$ cat src/rtl/result_display.sv
// rtl/result_display.sv - 8-digit multiplexed 7-segment display of controller result and phase
module result_display #(
  parameter int SCAN_DIV   = 50000,
  parameter bit ACTIVE_LOW = 1'b1
) (
  input  logic        clock,
  input  logic        reset,
  input  logic [15:0] value,
  input  logic [4:0]  phase,
  input  logic        mode,
  output logic [6:0]  seg,
  output logic [7:0]  an,
  output logic        busy
);

  localparam int              CW        = $clog2(SCAN_DIV);
  localparam logic [CW-1:0]   SCAN_LAST = CW'(SCAN_DIV - 1);
  localparam logic [6:0]      G_MINUS   = 7'b1000000;

  typedef enum logic [1:0] {S_IDLE, S_LOAD, S_SHIFT, S_DONE} state_t;

  function automatic logic [6:0] glyph(input logic [3:0] d);
    case (d)
      4'h0: glyph = 7'b0111111;
      4'h1: glyph = 7'b0000110;
      4'h2: glyph = 7'b1011011;
      4'h3: glyph = 7'b1001111;
      4'h4: glyph = 7'b1100110;
      4'h5: glyph = 7'b1101101;
      4'h6: glyph = 7'b1111101;
      4'h7: glyph = 7'b0000111;
      4'h8: glyph = 7'b1111111;
      4'h9: glyph = 7'b1101111;
      4'hA: glyph = 7'b1110111;
      4'hB: glyph = 7'b1111100;
      4'hC: glyph = 7'b0111001;
      4'hD: glyph = 7'b1011110;
      4'hE: glyph = 7'b1111001;
      default: glyph = 7'b1110001;
    endcase
  endfunction

  function automatic logic [19:0] add3(input logic [19:0] b);
    logic [19:0] r;
    for (int i = 0; i < 5; i++)
      r[4*i +: 4] = (b[4*i +: 4] >= 4'd5) ? b[4*i +: 4] + 4'd3 : b[4*i +: 4];
    return r;
  endfunction

  state_t           state_q, state_d;
  logic             lat_mode_q, lat_mode_d;
  logic [15:0]      lat_value_q, lat_value_d;
  logic             sign_q, sign_d;
  logic [15:0]      mag_q, mag_d;
  logic [19:0]      bcd_q, bcd_d;
  logic [3:0]       bit_cnt_q, bit_cnt_d;
  logic             valid_q, valid_d;
  logic [16:0]      cmt_q, cmt_d;
  logic [6:0][6:0]  disp_q, disp_d;
  logic [CW-1:0]    scan_cnt_q, scan_cnt_d;
  logic [2:0]       idx_q, idx_d;
  logic [6:0]       seg_q, seg_d;
  logic [7:0]       an_q, an_d;
  logic             busy_q, busy_d;

  logic             start;
  logic [2:0]       nd;
  logic [6:0][6:0]  frame;
  logic [6:0]       phase_g;
  logic [7:0][6:0]  shown;

  // Frame assembled from the finished conversion; only latched into disp_q in DONE.
  always_comb begin
    frame = '0;
    nd    = 3'd1;
    if (!lat_mode_q) begin
      for (int i = 0; i < 4; i++) frame[i] = glyph(lat_value_q[4*i +: 4]);
    end else begin
      for (int i = 1; i < 5; i++)
        if (bcd_q[4*i +: 4] != 4'd0) nd = 3'(i + 1);
      for (int i = 0; i < 5; i++)
        if (3'(i) < nd) frame[i] = glyph(bcd_q[4*i +: 4]);
      if (sign_q) frame[nd] = G_MINUS;
    end
  end

  always_comb begin
    state_d     = state_q;
    lat_mode_d  = lat_mode_q;
    lat_value_d = lat_value_q;
    sign_d      = sign_q;
    mag_d       = mag_q;
    bcd_d       = bcd_q;
    bit_cnt_d   = bit_cnt_q;
    valid_d     = valid_q;
    cmt_d       = cmt_q;
    disp_d      = disp_q;
    start       = !valid_q || ({mode, value} != cmt_q);
    case (state_q)
      S_IDLE: begin
        if (start) begin
          state_d     = S_LOAD;
          lat_mode_d  = mode;
          lat_value_d = value;
        end
      end
      S_LOAD: begin
        sign_d    = lat_value_q[15];
        mag_d     = lat_value_q[15] ? (~lat_value_q + 16'd1) : lat_value_q;
        bcd_d     = '0;
        bit_cnt_d = '0;
        state_d   = lat_mode_q ? S_SHIFT : S_DONE;
      end
      S_SHIFT: begin
        {bcd_d, mag_d} = {add3(bcd_q), mag_q} << 1;
        bit_cnt_d      = bit_cnt_q + 4'd1;
        if (bit_cnt_q == 4'd15) state_d = S_DONE;
      end
      S_DONE: begin
        disp_d  = frame;
        valid_d = 1'b1;
        cmt_d   = {lat_mode_q, lat_value_q};
        state_d = S_IDLE;
      end
      default: state_d = S_IDLE;
    endcase
    busy_d = (state_d != S_IDLE);
  end

  // Phase bypasses the converter so digit 7 tracks the controller live.
  always_comb begin
    case (phase)
      5'b00001: phase_g = glyph(4'd1);
      5'b00010: phase_g = glyph(4'd2);
      5'b00100: phase_g = glyph(4'd3);
      5'b01000: phase_g = glyph(4'd4);
      5'b10000: phase_g = glyph(4'd5);
      default:  phase_g = 7'b0000000;
    endcase
  end

  always_comb begin
    scan_cnt_d = scan_cnt_q + 1'b1;
    idx_d      = idx_q;
    if (scan_cnt_q == SCAN_LAST) begin
      scan_cnt_d = '0;
      idx_d      = idx_q + 3'd1;
    end
    shown = {phase_g, disp_q};
    seg_d = ACTIVE_LOW ? ~shown[idx_q] : shown[idx_q];
    an_d  = ACTIVE_LOW ? ~(8'd1 << idx_q) : (8'd1 << idx_q);
  end

  always_ff @(posedge clock) begin
    if (reset) begin
      state_q     <= S_IDLE;
      lat_mode_q  <= 1'b0;
      lat_value_q <= '0;
      sign_q      <= 1'b0;
      mag_q       <= '0;
      bcd_q       <= '0;
      bit_cnt_q   <= '0;
      valid_q     <= 1'b0;
      cmt_q       <= '0;
      disp_q      <= '0;
      scan_cnt_q  <= '0;
      idx_q       <= '0;
      seg_q       <= ACTIVE_LOW ? 7'h7F : 7'h00;
      an_q        <= ACTIVE_LOW ? 8'hFF : 8'h00;
      busy_q      <= 1'b0;
    end else begin
      state_q     <= state_d;
      lat_mode_q  <= lat_mode_d;
      lat_value_q <= lat_value_d;
      sign_q      <= sign_d;
      mag_q       <= mag_d;
      bcd_q       <= bcd_d;
      bit_cnt_q   <= bit_cnt_d;
      valid_q     <= valid_d;
      cmt_q       <= cmt_d;
      disp_q      <= disp_d;
      scan_cnt_q  <= scan_cnt_d;
      idx_q       <= idx_d;
      seg_q       <= seg_d;
      an_q        <= an_d;
      busy_q      <= busy_d;
    end
  end

  assign seg  = seg_q;
  assign an   = an_q;
  assign busy = busy_q;

endmodule

$ cat config.mk
export PLATFORM = sky130hd
export DESIGN_NAME = result_display
export DESIGN_NICKNAME = d
export VERILOG_FILES = /design/src/rtl/result_display.sv
export SDC_FILE = /design/constraint.sdc
export NUM_CORES = 1
export LEC_CHECK = 0
export CORE_MARGIN = 10
export CORE_UTILIZATION = 50
export CTS_CLUSTER_DIAMETER = 80
export DETAILED_ROUTE_END_ITERATION = 6
export HOLD_SLACK_MARGIN = 0.08
export PLACE_DENSITY_LB_ADDON = 0.12
export RECOVER_POWER = 25
export SLEW_MARGIN = 0
export SYNTH_ARGS = -nofsm -noshare
export SYNTH_HDL_FRONTEND = slang
export SYNTH_SLANG_ARGS = --single-unit
$ cat constraint.sdc
create_clock -name clock -period 4.5 [get_ports clock]
set_clock_uncertainty 0.1 [all_clocks]
set_input_delay 0.675 -clock clock [delete_from_list [all_inputs] [get_ports clock]]
set_output_delay 0.675 -clock clock [all_outputs]
set_load 0.01 [all_outputs]
==> results of run 1 <==
==> worst paths after layout <==
kind            startpoint             to  slack (ps)  cells after the start
min reg2reg  scan_cnt_q[0]  scan_cnt_q[0]         350                      1
min          scan_cnt_q[0]  scan_cnt_q[0]         350                      1
max reg2reg     state_q[0]      flip-flop        1090                     12
max                  reset      flip-flop         730                      7
==> cell families after synthesis <==
| logic type | count (synthesis) | share of synthesized area (%) |
|---|---|---|
| and+or+nand+nor | 415 | 17.1 |
| DFF | 213 | 37.6 |
| buffers and inverters | 151 | 5.28 |
| AOI/OAI and AO/OA | 244 | 15.0 |
| adders and majority gates | 87 | 9.60 |
| xor gates and xnor gates | 58 | 4.75 |
| muxes | 105 | 10.7 |
==> cells in the mapped netlist (all sizes together) (3+ instances only) <==
library cell    n
dfxtp         213
nor2          172
ha             87
inv            83
nand2          81
mux2i          79
a21oi          52
clkbuf         52
nor3           49
o21ai          48
xor2           34
a221oi         25
a22oi          24
xnor2          24
nand2b         19
buf            16
nand3          16
or2            16
mux2           15
o31ai          13
a211oi         12
nor2b          12
mux4           11
or3            11
o22ai          10
a31oi           9
nor3b           9
a2bb2oi         7
nand3b          7
and3            6
nand4           5
o211ai          5
a32oi           4
nor4            4
o221ai          4
a21boi          3
a21o            3
a311oi          3
o2bb2ai         3
o41ai           3
or4             3
==> layer usage <==
layer,GRT usage [%],share of wire (%)
met1,25.3,48
met2,29.8,45
met3,3.57,5.9
met4,4.20,1.7
met5,0,0
==> worst register-to-register path: stages, from the launching register on <==
cell and delay (ps):
sky130_fd_sc_hd__dfxtp_1 400, sky130_fd_sc_hd__inv_1 120, sky130_fd_sc_hd__ha_1 310, sky130_fd_sc_hd__buf_4 420, sky130_fd_sc_hd__inv_2 70, sky130_fd_sc_hd__nor2_1 150, sky130_fd_sc_hd__buf_4 270, sky130_fd_sc_hd__a22oi_1 170
sky130_fd_sc_hd__nor2_1 270, sky130_fd_sc_hd__inv_1 150, sky130_fd_sc_hd__ha_1 330, sky130_fd_sc_hd__or3_1 380, sky130_fd_sc_hd__a21o_1 180
==> power breakdown <==
part	leakage [nW]	internal [mW]	total, mW	switching [mW]
logic	2.82	0.699	1.71	1.01
clock network	0.368	1.11	1.86	0.749
registers	1.74	2.17	2.42	0.247
==> stage by stage <==
step | cells | worst slack, ps | util (%)
finish | 1581 | 728 | 56.2
global route | 1581 | 465 | 56.2
CTS | 1581 | 902 | 56.2
detailed placement | 1541 | 407 | 52.9
global placement | 1541 | 481 | 52.9
floorplan | 1273 | 1300 | -
==> cell type report <==
| class | instances | area share (%) |
|---|---|---|
| tap | 285 | 2.82 |
| sequential | 213 | 33.7 |
| clock buffer | 32 | 5.39 |
| inverter | 83 | 2.46 |
| clock inverter | 8 | 0.554 |
| multi-input combinational | 909 | 51.2 |
| timing repair buffer | 51 | 3.85 |
==> impl_summary.txt, run 1 <==
----------------------------------------------------
[Power and ir drop]
  Power density over cell area ... 474 nW/um^2
  Worst VDD drop ... between 0.0003 and 0.0004 V
  Total leakage power ... approximately 5 nW
  Total design power ... 5.99 mW

[Worst setup path]
  Worst path buffer plus inverter count ... 4
  Peak fanout along the critical path ... 53
  CP top delay family ... buffers and inverters
  Required @ worst endpoint ... around 4900 ps
  Signal arrival time at the worst endpoint ... 4120 ps
  Startpoint type of the worst setup path ... input pin
  Cell breakdown of the critical path ... clkbuf_1, buf_4, nand2b_1, inv_1, ha_1, mux4_2, inv_1
  Critical setup path kind ... in2reg
  Largest stage delay on the critical path ... 1640 ps
  Cell occurring most often along the worst timing path ... sky130_fd_sc_hd__inv_1
  Endpoint type of the worst setup path ... flip-flop
  Standard cell with the maximum stage delay on the critical path ... sky130_fd_sc_hd__clkbuf_1

[Die]
  Starting density of the core ... between 50% and 60%
  Total Die Area ... a little under 30000 um^2
  Number of top-level design ports ... 40
  Die W ... ~170 um
  Core Rows ... 55
  Core region area ... 22500 um^2
  Height of the die ... around 170 um

[CTS]
  # resized after CTS ... 0
  Hold Buf Count CTS ... 0
  Insertion delay to the later sink of the worst-skew pair ... 520 ps
  Clock tree from TritonCTS ... yes
  Number of sinks on the clock net ... between 200 and 250
  Number of buffers added by the clock tree synthesis step ... 24
  Cell chosen for the clock root ... sky130_fd_sc_hd__clkbuf_16
  Number of buffers on the longest clock path ... 3
  Clock-pin slew on the worst setup and hold paths ... 60 ps
  H-tree lvl count ... 1
  Setup repair bufs after CTS ... 0

[Final layout]
  Commonest non-fill, non-tap cells in the layout ... sky130_fd_sc_hd__dfxtp_1 (213), sky130_fd_sc_hd__nor2_1 (171), sky130_fd_sc_hd__ha_1 (86)
  Layout area overhead ... 11.6%
  Share of final-layout standard cells stronger than drive strength 1 ... 8.26%
  Fill cell instance count of the final layout ... 2025
  Final net count ... 1393
  Leading cell type in the layout, fill and taps excluded ... sky130_fd_sc_hd__dfxtp_1
  Multi-input gate area in the final layout ... 6480 um^2
  Inserted Diodes ... 0
  Final Cell Area ... 12600 um^2
  Register area ... ~4300 um^2

[Route]
  Via Count ... 8854
  Number of search-and-repair iterations in the first detailed-routing pass ... 5
  WL/cell ... 16.9 um
  Total length of routed wires ... 26.7 mm
  # DRC ... 0
  Post-DR vias/cell ... about 5.6
  Initial drt markers ... 660
  DRT antenna net count ... 0

[Outcome]
  Violations in the final reports ... capacitance limit, slew limit
  Outcome ... complete, but fails checks

[Synth]
  Top_reg_cell synth ... sky130_fd_sc_hd__dfxtp_1
  Post-synthesis cell type count ... 70
  Cell Area, Synth ... ~11000 um^2
  Syn nets ... approximately 1400
  Yosys warning total ... 0
  Top cells by area, synth ... sky130_fd_sc_hd__dfxtp_1 (38%), sky130_fd_sc_hd__ha_1 (9.6%), sky130_fd_sc_hd__mux2i_1 (6.8%), sky130_fd_sc_hd__nor2_1 (5.7%), sky130_fd_sc_hd__nand2_1 (2.7%)
  Fraction of the yosys area taken by sequential cells ... 37.6%
  Post-synthesis cell count ... about 1300
  Cell type contributing the most total cell area after synthesis ... sky130_fd_sc_hd__dfxtp_1
  Number of enable flip-flop cells after synthesis ... 0
  Number of synthesized register bits ... 213
  Mean Syn Cell Area ... 8.90 um^2
  Async set or reset register ratio after synthesis ... 0%
  Area share of the leading cell type in the synthesized netlist ... roughly 38%

[Run]
  Max capacitance violation total ... 1

[Placement]
  Placed standard-cell area ... approximately 12000 um^2
  DP Wirelength ... between 15 and 20 mm
  Final weighted congestion in routability-driven placement ... 0.854
  I/O Buffers ... 39

[Timing]
  Final setup violation count ... 0
  Slew at the pin with the worst max-slew slack ... 2360 ps
  Max Slew Vio Count ... 53
  Setup repair after global routing missed its margin ... no
  Tightest slew margin relative to the limit ... -57.2%
  Post-layout minimum cycle time ... 3770 ps
  Number of endpoints with negative hold slack in the final report ... 0
  Final hold slack ... 347 ps
  Final cycle utilization of the critical path ... 83.8%
  Maximum operating frequency ... 0.265 GHz
  Setup TNS ... 0 ps

[Min path]
  Tightest Hold Check Type ... reg2reg

[Global route]
  Wire length of the first global-routing pass ... 44.5 mm
  GRT overflow ... 0
  Antenna violations before repair ... 0
  Maximum number of pins on one net before global-route repair ... 97
  Via count of the first global-routing pass ... 8606
  Total Routing Usage GR ... between 10% and 20%

----------------------------------------------------
No activity file was read; power rests on OpenSTA's default activity.
==> inputs of run 2 (changes only) <==
clock period = 3.3 ns   (was 4.5 ns; I/O delays follow)
==> run 2 against run 1 <==
Against the previous run:
- the flow now finishes without violations
- sequential power rose by 35%
- cell count up 5.9%
- sequential share of layout area shrank 2.0 points
- die area unchanged
- register-to-register slack lost 730 ps
- routed wire length is 2.5% higher
- cell area rose by 6.4%
- power up 49%
- first-iteration DRC count rose by 4.7%
- clock power rose by 60%
- setup slack got worse by 420 ps
- global-route usage up 0.22 points
- largest cell class unchanged
==> impl_summary.txt, run 2 (synthesized netlist as in run 1, its figures left out) <==
----------------------------------------------------
[Placement]
  Placed cell count ... 1631 (+5.8%)
  Worst setup timing slack at the placement stage ... -304 ps (-710 ps)
  Placed standard-cell area ... 12600 um^2 (+5.7%)
  Final weighted congestion in routability-driven placement ... 0.877 (+2.6%)
  DP Wirelength ... 20.0 mm (+4.4%)
  I/O Buffers ... 39 (unchanged)

[Global route]
  Met1 demand-to-capacity share in global routing ... 26.0% (+0.72 points)
  Antenna violations before repair ... 0 (unchanged)
  Total Routing Usage GR ... 18.8% (+0.22 points)
  GRT overflow ... 0 (unchanged)
  Met2 capacity usage during global routing ... 30.1% (+0.24 points)
  Maximum number of pins on one net before global-route repair ... 54 (-44%)
  Via count of the first global-routing pass ... 8748 (+1.7%)
  Wire length of the first global-routing pass ... 45.1 mm (+1.3%)
  Met3 layer usage reported by global route ... 2.95% (-0.62 points)
  Routing layer with the top usage in global route ... met2

[Route]
  Via Count ... 9114 (+2.9%)
  # DRC ... 0 (unchanged)
  Post-DR vias/cell ... 5.44 (-2.8%)
  Total length of routed wires ... 27.4 mm (+2.5%)
  Initial drt markers ... 691 (+4.7%)
  WL/cell ... 16.4 um (-3.2%)
  Number of search-and-repair iterations in the first detailed-routing pass ... 7 (+2)
  DRT antenna net count ... 0 (unchanged)

[Die]
  Core Rows ... 55 (unchanged)
  Die W ... 171 um (unchanged)
  Core region area ... 22500 um^2 (unchanged)
  Number of top-level design ports ... 40 (unchanged)
  Height of the die ... 171 um (unchanged)
  Starting density of the core ... 50.4% (unchanged)
  Total Die Area ... 29100 um^2 (unchanged)

[CTS]
  Number of buffers on the longest clock path ... 3 (unchanged)
  Clock-pin slew on the worst setup and hold paths ... 60 ps (about the same)
  Number of sinks on the clock net ... 213 (unchanged)
  Clock tree from TritonCTS ... yes
  Setup repair bufs after CTS ... 0 (unchanged)
  Cell chosen for the clock root ... sky130_fd_sc_hd__clkbuf_16
  H-tree lvl count ... 1 (unchanged)
  Insertion delay to the later sink of the worst-skew pair ... 530 ps (about the same)
  Number of buffers added by the clock tree synthesis step ... 24 (unchanged)

[Worst setup path]
  Critical setup path kind ... in2reg
  Endpoint type of the worst setup path ... flip-flop
  Cell breakdown of the critical path ... clkbuf_2, clkbuf_1, nor2b_1, mux2_2, a21oi_1
  Startpoint type of the worst setup path ... input pin
  Standard cell with the maximum stage delay on the critical path ... sky130_fd_sc_hd__clkbuf_1
  Peak fanout along the critical path ... 53 (unchanged)
  CP top delay family ... buffers and inverters
  Signal arrival time at the worst endpoint ... 3350 ps (-770 ps)
  Largest stage delay on the critical path ... 1100 ps (-540 ps)
  Required @ worst endpoint ... 3660 ps (-1190 ps)
  Worst path buffer plus inverter count ... 2 (-2)

[Power and ir drop]
  Total leakage power ... 5.43 nW (+10%)
  Total design power ... 8.91 mW (+49%)
  Power density over cell area ... 662 nW/um^2 (+40%)
  Worst VDD drop ... 0.000378 V (+22%)

[Final layout]
  Layout area overhead ... 18.7%
  Inserted Diodes ... 0 (unchanged)
  Final net count ... 1483 (+6.5%)
  Commonest non-fill, non-tap cells in the layout ... sky130_fd_sc_hd__dfxtp_1 (213), sky130_fd_sc_hd__nor2_1 (171), sky130_fd_sc_hd__buf_4 (99)
  Leading cell type in the layout, fill and taps excluded ... sky130_fd_sc_hd__dfxtp_1
  Number of cells in the finished layout apart from fillers ... 1674 (+5.9%)
  Share of final-layout standard cells stronger than drive strength 1 ... 14.4% (+6.1 points)
  Final Cell Area ... 13500 um^2 (+6.4%)

[Timing]
  Tightest slew margin relative to the limit ... 5.90% (+63 points)
  Setup repair after global routing missed its margin ... no
  Final cycle utilization of the critical path ... 90.7%
  Number of endpoints with negative hold slack in the final report ... 0 (unchanged)
  Slew at the pin with the worst max-slew slack ... 1410 ps (-946 ps)
  Max Slew Vio Count ... 0 (-100%)
  Post-layout minimum cycle time ... 2990 ps
  Final setup violation count ... 0 (unchanged)
  Maximum operating frequency ... 0.334 GHz
  Final hold slack ... 349 ps (+2.51 ps)
  Worst Setup Slack, final ... 306 ps (-422 ps)

[Outcome]
  Outcome ... finished, final reports clean

[Min path]
  Tightest Hold Check Type ... reg2reg

[Run]
  Max capacitance violation total ... 0 (-1)

----------------------------------------------------
[run 2: what timing repair did]
item	CTS	global route
resized for setup	0	1
setup endpoints to repair	0	12
hold buffers	0	0
[run 2: worst paths after layout]
path | startpoint | end | slack, ps | cells past startpoint
worst max-delay path | reset | flip-flop | 310 | 5
worst min-delay path | scan_cnt_q[0] | scan_cnt_q[0] | 350 | 1
worst max register to register | state_q[0] | flip-flop | 360 | 10
worst min register to register | scan_cnt_q[0] | scan_cnt_q[0] | 350 | 1
[run 2: stage by stage]
step                setup TNS [ps]  utilization [%]
floorplan                        0                -
global placement             -4780             55.9
detailed placement           -6090             55.9
finish                           0             59.8
global route                     0             59.8
CTS                              0             59.8
[run 2: worst register-to-register path, delay by kind of cell, from the launching register on]
kind                     cells  cell delay [ps]
AND/OR/NAND/NOR              2              750
adder cells (fa/ha/maj)      2              640
multiplexers                 1              440
flip-flops                   1              390
buffers and inverters        4              330
AO/OA/AOI/OAI                1              210
[run 2: where the power goes]
| part | internal (mW) | leakage [nW] | switching (mW) |
|---|---|---|---|
| logic | 1.21 | 3.26 | 1.46 |
| clock network | 1.88 | 0.433 | 1.09 |
| registers | 2.96 | 1.74 | 0.301 |
[run 2: cell type report]
class | count | area (um^2)
Fill cell | 1987 | 9040
Multi-Input combinational cell | 909 | 6480
Sequential cell | 213 | 4260
Clock inverter | 13 | 236
Inverter | 83 | 312
Clock buffer | 30 | 653
Tap cell | 285 | 357
Timing Repair Buffer | 141 | 1160
[run 2: layer usage]
layer | part of all wire, % | up-vias
met2 | 45 | 195
met1 | 49 | 4258
met3 | 4.6 | 33
li1 | - | 4628
met5 | 0 | -
met4 | 1.7 | 0
